[src/rtl/hex_coverage_rasterizer.sv]
// Rounds a fixed-point axial coordinate to its hex, then streams the centre and rings 1..R, one hex per beat.
// Accept to first beat is 3 edges; a beat advances only on out_valid&&out_ready, and no request is taken while a walk is in flight.
module hex_coverage_rasterizer #(
    parameter int COORD_W    = 32,
    parameter int FRAC_BITS  = 16,
    parameter int RAD_W      = 4,
    parameter int MAX_RADIUS = 7
) (
    input  logic               clk,
    input  logic               reset,
    input  logic               in_valid,
    output logic               in_ready,
    input  logic [COORD_W-1:0] q_f,
    input  logic [COORD_W-1:0] r_f,
    input  logic [RAD_W-1:0]   radius,
    output logic               out_valid,
    input  logic               out_ready,
    output logic [COORD_W-1:0] out_q,
    output logic [COORD_W-1:0] out_r,
    output logic [RAD_W-1:0]   out_ring,
    output logic               out_last
);
    localparam int XW = COORD_W + 1;
    localparam logic signed [XW-1:0] HALF = XW'(1) <<< (FRAC_BITS - 1);
    localparam logic [RAD_W-1:0] RAD_MAX = RAD_W'(MAX_RADIUS);

    typedef enum logic [1:0] {IDLE, ROUND, CORRECT, EMIT} state_t;

    state_t                    state_q;
    logic                      in_ready_q;
    logic [COORD_W-1:0]        qf_q, rf_q;
    logic [RAD_W-1:0]          rad_q;
    logic signed [XW-1:0]      qi_q, ri_q, si_q;
    logic [XW-1:0]             dq_q, dr_q, ds_q;
    logic [COORD_W-1:0]        cen_q_q, cen_r_q;
    logic [RAD_W-1:0]          ring_q, step_q;
    logic [2:0]                side_q;
    logic                      out_valid_q, out_last_q;
    logic [COORD_W-1:0]        out_q_q, out_r_q;
    logic [RAD_W-1:0]          out_ring_q;

    function automatic logic signed [XW-1:0] round_fx(input logic signed [XW-1:0] x);
        return (x + HALF) >>> FRAC_BITS;
    endfunction

    function automatic logic [XW-1:0] err_fx(input logic signed [XW-1:0] x,
                                             input logic signed [XW-1:0] xi);
        logic signed [XW-1:0] diff;
        diff = (xi <<< FRAC_BITS) - x;
        return diff[XW-1] ? XW'(-diff) : XW'(diff);
    endfunction

    // Rounding datapath; only its registered result in ROUND matters.
    logic signed [XW-1:0] qx, rx, sx, qi_d, ri_d, si_d;
    always_comb begin
        qx   = {qf_q[COORD_W-1], qf_q};
        rx   = {rf_q[COORD_W-1], rf_q};
        sx   = -qx - rx;
        qi_d = round_fx(qx);
        ri_d = round_fx(rx);
        si_d = round_fx(sx);
    end

    logic [COORD_W-1:0] cq_d, cr_d;
    always_comb begin
        if (dq_q > dr_q && dq_q > ds_q) begin
            cq_d = COORD_W'(-ri_q - si_q);
            cr_d = COORD_W'(ri_q);
        end else if (dr_q > ds_q) begin
            cq_d = COORD_W'(qi_q);
            cr_d = COORD_W'(-qi_q - si_q);
        end else begin
            cq_d = COORD_W'(qi_q);
            cr_d = COORD_W'(ri_q);
        end
    end

    // Next beat of the ring walk, used on each accepted beat.
    logic [COORD_W-1:0] dir_q, dir_r, kx, beat_q_d, beat_r_d;
    logic [RAD_W-1:0]   ring_d, step_d;
    logic [2:0]         side_d;
    logic               last_d, step_wrap;
    always_comb begin
        case (side_q)
            3'd0:    begin dir_q = COORD_W'(1);  dir_r = '0;           end
            3'd1:    begin dir_q = COORD_W'(1);  dir_r = '1;           end
            3'd2:    begin dir_q = '0;           dir_r = '1;           end
            3'd3:    begin dir_q = '1;           dir_r = '0;           end
            3'd4:    begin dir_q = '1;           dir_r = COORD_W'(1);  end
            default: begin dir_q = '0;           dir_r = COORD_W'(1);  end
        endcase
        kx        = COORD_W'(ring_q) + COORD_W'(1);
        step_wrap = (step_q == ring_q - RAD_W'(1));
        beat_q_d  = out_q_q + dir_q;
        beat_r_d  = out_r_q + dir_r;
        ring_d    = ring_q;
        step_d    = step_q + RAD_W'(1);
        side_d    = side_q;
        last_d    = 1'b0;
        if (ring_q == '0 || (step_wrap && side_q == 3'd5)) begin
            ring_d   = ring_q + RAD_W'(1);
            step_d   = '0;
            side_d   = 3'd0;
            beat_q_d = cen_q_q - kx;
            beat_r_d = cen_r_q + kx;
        end else begin
            if (step_wrap) begin
                step_d = '0;
                side_d = side_q + 3'd1;
            end
            last_d = (ring_q == rad_q) && (side_d == 3'd5) && (step_d == ring_q - RAD_W'(1));
        end
    end

    always_ff @(posedge clk or posedge reset) begin
        if (reset) begin
            state_q     <= IDLE;
            in_ready_q  <= 1'b0;
            qf_q        <= '0;
            rf_q        <= '0;
            rad_q       <= '0;
            qi_q        <= '0;
            ri_q        <= '0;
            si_q        <= '0;
            dq_q        <= '0;
            dr_q        <= '0;
            ds_q        <= '0;
            cen_q_q     <= '0;
            cen_r_q     <= '0;
            ring_q      <= '0;
            step_q      <= '0;
            side_q      <= '0;
            out_valid_q <= 1'b0;
            out_last_q  <= 1'b0;
            out_q_q     <= '0;
            out_r_q     <= '0;
            out_ring_q  <= '0;
        end else begin
            case (state_q)
                IDLE: begin
                    in_ready_q <= 1'b1;
                    if (in_valid && in_ready_q) begin
                        qf_q       <= q_f;
                        rf_q       <= r_f;
                        rad_q      <= (radius > RAD_MAX) ? RAD_MAX : radius;
                        in_ready_q <= 1'b0;
                        state_q    <= ROUND;
                    end
                end
                ROUND: begin
                    qi_q    <= qi_d;
                    ri_q    <= ri_d;
                    si_q    <= si_d;
                    dq_q    <= err_fx(qx, qi_d);
                    dr_q    <= err_fx(rx, ri_d);
                    ds_q    <= err_fx(sx, si_d);
                    state_q <= CORRECT;
                end
                CORRECT: begin
                    cen_q_q     <= cq_d;
                    cen_r_q     <= cr_d;
                    out_q_q     <= cq_d;
                    out_r_q     <= cr_d;
                    out_ring_q  <= '0;
                    out_last_q  <= (rad_q == '0);
                    out_valid_q <= 1'b1;
                    ring_q      <= '0;
                    step_q      <= '0;
                    side_q      <= '0;
                    state_q     <= EMIT;
                end
                default: begin
                    if (out_ready) begin
                        if (out_last_q) begin
                            out_valid_q <= 1'b0;
                            out_last_q  <= 1'b0;
                            in_ready_q  <= 1'b1;
                            state_q     <= IDLE;
                        end else begin
                            out_q_q    <= beat_q_d;
                            out_r_q    <= beat_r_d;
                            out_ring_q <= ring_d;
                            out_last_q <= last_d;
                            ring_q     <= ring_d;
                            step_q     <= step_d;
                            side_q     <= side_d;
                        end
                    end
                end
            endcase
        end
    end

    assign in_ready  = in_ready_q;
    assign out_valid = out_valid_q;
    assign out_q     = out_q_q;
    assign out_r     = out_r_q;
    assign out_ring  = out_ring_q;
    assign out_last  = out_last_q;
endmodule

[config.mk]
export PLATFORM = sky130hd
export DESIGN_NAME = hex_coverage_rasterizer
export DESIGN_NICKNAME = d
export VERILOG_FILES = /design/src/rtl/hex_coverage_rasterizer.sv
export SDC_FILE = /design/constraint.sdc
export NUM_CORES = 1
export LEC_CHECK = 0
export ABC_AREA = 1
export CORE_ASPECT_RATIO = 1.2
export CORE_MARGIN = 1.5
export CORE_UTILIZATION = 55
export DETAILED_ROUTE_END_ITERATION = 10
export PLACE_DENSITY_LB_ADDON = 0.1
export RECOVER_POWER = 50
export SETUP_SLACK_MARGIN = 0.05
export SLEW_MARGIN = 20
export SYNTH_ARGS = -nofsm -noshare
export SYNTH_HDL_FRONTEND = slang
export SYNTH_SLANG_ARGS = --single-unit
[constraint.sdc]
create_clock -name clk -period 41.7 [get_ports clk]
set_input_delay 10.425 -clock clk [delete_from_list [all_inputs] [get_ports clk]]
set_output_delay 10.425 -clock clk [all_outputs]
set_load 0.05 [all_outputs]
==> results.toml <==
[route]
drt_wl_total_mm = 118
route.detailed.wl_per_inst_um = 19.0
remaining_drc_errors = 0
avgViaCountPerCell = 5.65
ant_nets = 0
drt-pass1-iter-count = 5
vias = 35134
detailedRoute.firstIterationViolations = 2677

[yosys]
netlist_top_cells_count = "nand2_1 (1407), inv_1 (720), nor2_1 (448), o21ai_0 (440), ha_1 (365)"
yosysMostFrequentCell = "nand2_1"
synth.top_cell.area_share_pct = 25.9
syn-mean-instance-area_um2 = 6.66
synthTopCellsByArea = "dfrtp_1 (26%), nand2_1 (15%), ha_1 (13%)"
syn-instance-count = 5256
seq_area_frac_synth_pct = 25.9
mappedNetlistNets = 5700
asyncSetResetFlopFracSynth_pct = 100
synth.ff_latch_count = 362
netlist.top_cell.by_area = "dfrtp_1"
dominantRegCellSynth = "dfrtp_1"
yosysWarningCount = 0
syn-cell-area_um2 = 35000
synth-edff-count = 0
synthDistinctLibCells = 67

[sta]
worst_pin_slew_ps = 5500
rsz0062_at_grt = "no"
totalNegativeSetupSlack_ps = 0
setup_viol = 0
timing_max_transition_violations_final = 601
layout_worst_path_cycle_share_pct = 40.7
finalWorstSetupSlack_ps = 24750
final.hold.worst_slack_ps = 479
timing.clock.skew_ps = 21.0
relSlewSlack_pct = -269
upper_clock_frequency_limit_mhz = 59.0
finalWorstPathRequiredPeriod_ps = 16950
final_hold_viol_count = 0

[clock_network]
ctsLongestPathBuffers = 3
cts_root_buffer = "clkbuf_16"
cts-buffers-inserted = 42
clock_sink_count = 362
holdBufCountCts = 0
cts_tree = "yes"
cts-resized-gates = 0
clk-insertion-delay-late_ps = 600
post-cts-setup-buffer-count = 0
htreeDepth = 2
clk_transition_reported_paths_ps = 60

[critical_path]
timing.critical_path.buf_inv = 4
regToRegEndpoint = "dq_q[14]"
reg2reg_depth = 27
worstSetupEndpoint = "qf_q[10]"
worst-setup-path-type = "in -> async"
cpMaxStageDelayCell = "clkinvlp_2"
worstReg2RegStart = "qf_q[15]"
timing.critical_path.arrival_ps = 17580
startpoint = "reset"
reg2reg_setup_slack_ps = 34540
crit_path_end_kind = "async pin"
crit_fanout = 119
path_delay_family = "buffers and inverters"
critical-path-max-stage-delay_ps = 3040
critical_path.cell_chain = "dlygate4sd3_1, clkinvlp_2, clkbuf_1, buf_4"
critical_path_depth = 4
cp.required_ps = 42330
worstSetupStartpointType = "input port"

[status]
violations = "max-capacitance violations, max-slew violations"
run_status = "complete, but fails checks"

[floorplan]
ioPinCount = 143
dieHeight_um = 279
core.rowCount = 101
die-width_um = 233
dieArea_um2 = 65100
core_region_area_um2 = 63100
floorplan.initialDensity_pct = 55.5

[placement]
gpl.final_weighted_congestion = 0.997
detailedPlace.worstSlack_ps = 26420
dp_hpwl_mm = 96.0
buffer_ports.inserted = 142

[final_layout]
fillCellCount = 6284
fin_nets = 5797
post_route_cells_drive_above_1_share_pct = 4.27
area_growth_syn_to_layout_pct = 9.95

[grt]
grt_max_degree = 120
grt_pass1_vias = 33235
antenna_found_initial = 3
grt.total_usage_pct = 36.3
grt_first_pass_wirelength_mm = 183
grt.overflow.total = 0

[worst_hold_path]
min-delay-path-class = "reg -> reg"

[job]
max_cap_viols = 10
==> registers in the layout, summed over array words and instances, names as in the netlist <==
register / cells
out_last: 1
qi_q: 17
si_q: 17
cen_q_q: 32
out_r: 32
ri_q: 17
ring_q: 4
out_valid: 1
dr_q: 33
state_q: 2
qf_q: 32
rad_q: 4
cen_r_q: 32
out_q: 32
ds_q: 33
rf_q: 32
step_q: 4
side_q: 3
dq_q: 33
in_ready: 1
==> worst min-delay path, cell delays in order, from the launching register on <==
cell	delay (ps)
dfrtp_1	350
nand2_1	50
nand2_1	40
==> logic make-up (layout without fill, tap and decap cells) <==
group                    count (synthesis)  count (layout)  synth area share [%]
adder cells (fa/ha/maj)                372             372                  13.5
buffers and inverters                  857             988                  9.56
AO/OA/AOI/OAI                          908             908                  14.3
AND/OR/NAND/NOR                       2542            2542                  31.3
multiplexers                             2               2                0.0608
XOR/XNOR                               213             213                  5.41
flip-flops                             362             362                  25.9
other                                    0               2                     0
==> cell usage in the layout (no fill, tap or decap), drive strengths merged, types with 6 or more instances in the layout <==
cell / instances
fa: 7
a21oi: 261
inv: 739
o2111ai: 14
o21bai: 9
nor2: 485
clkinvlp: 8
nand3: 367
ha: 365
clkdlybuf4s50: 139
xnor2: 68
a22oi: 11
o211ai: 33
buf: 14
clkinv: 17
xor2: 144
or2: 21
dfrtp: 362
o22ai: 13
nor4: 27
clkbuf: 62
nand3b: 19
nand4: 87
nand2: 1449
o21ai: 472
o21a: 8
a21boi: 6
bufinv: 6
nor3: 73
a31oi: 30
o221ai: 17
a21o: 13
==> per-stage QoR <==
stage          instance area [um^2]  instances  util, %
2_1_floorplan                 35000       5256        -
3_3_place_gp                  37100       6133     58.8
3_5_place_dp                  37100       6133     58.8
4_1_cts                       38600       6211     61.2
5_1_grt                       38500       6213     61.0
6_report                      38500       6213     61.0
==> metal layers <==
layer	share of wire, %	vias to the layer above	wire, um	GRT usage, %
li1	-	17477	-	-
met1	39	16325	46500	42.3
met2	48	1043	56800	63.0
met3	5.0	287	5930	4.12
met4	7.5	2	8900	23.5
met5	0.0093	-	11	0
==> final cells by class <==
type / instances / area, um^2 / share of cell area, %
timing repair buffer: 164 / 1560 / 4.05
antenna: 2 / 5.00 / 0.0130
multi-input combinational: 4037 / 22500 / 58.5
clock buffer: 54 / 1180 / 3.06
sequential: 362 / 9060 / 23.5
tap: 824 / 1030 / 2.68
inverter: 746 / 2810 / 7.29
clock inverter: 24 / 314 / 0.816
==> how the worst min path moves through the flow <==
stage                   start   endpoint  slack [ps]  cells after the start
floorplan            ds_q[28]   ds_q[28]         450                      2
global placement      si_q[3]    si_q[3]         470                      2
detailed placement  out_valid  out_valid         470                      2
CTS                 out_valid  out_valid         490                      2
global route          ri_q[7]    ri_q[7]         500                      2
finish              out_valid  out_valid         480                      2
Power is not shown: default switching activity piles up to over one toggle a cycle in this logic, so the estimate is an artifact.
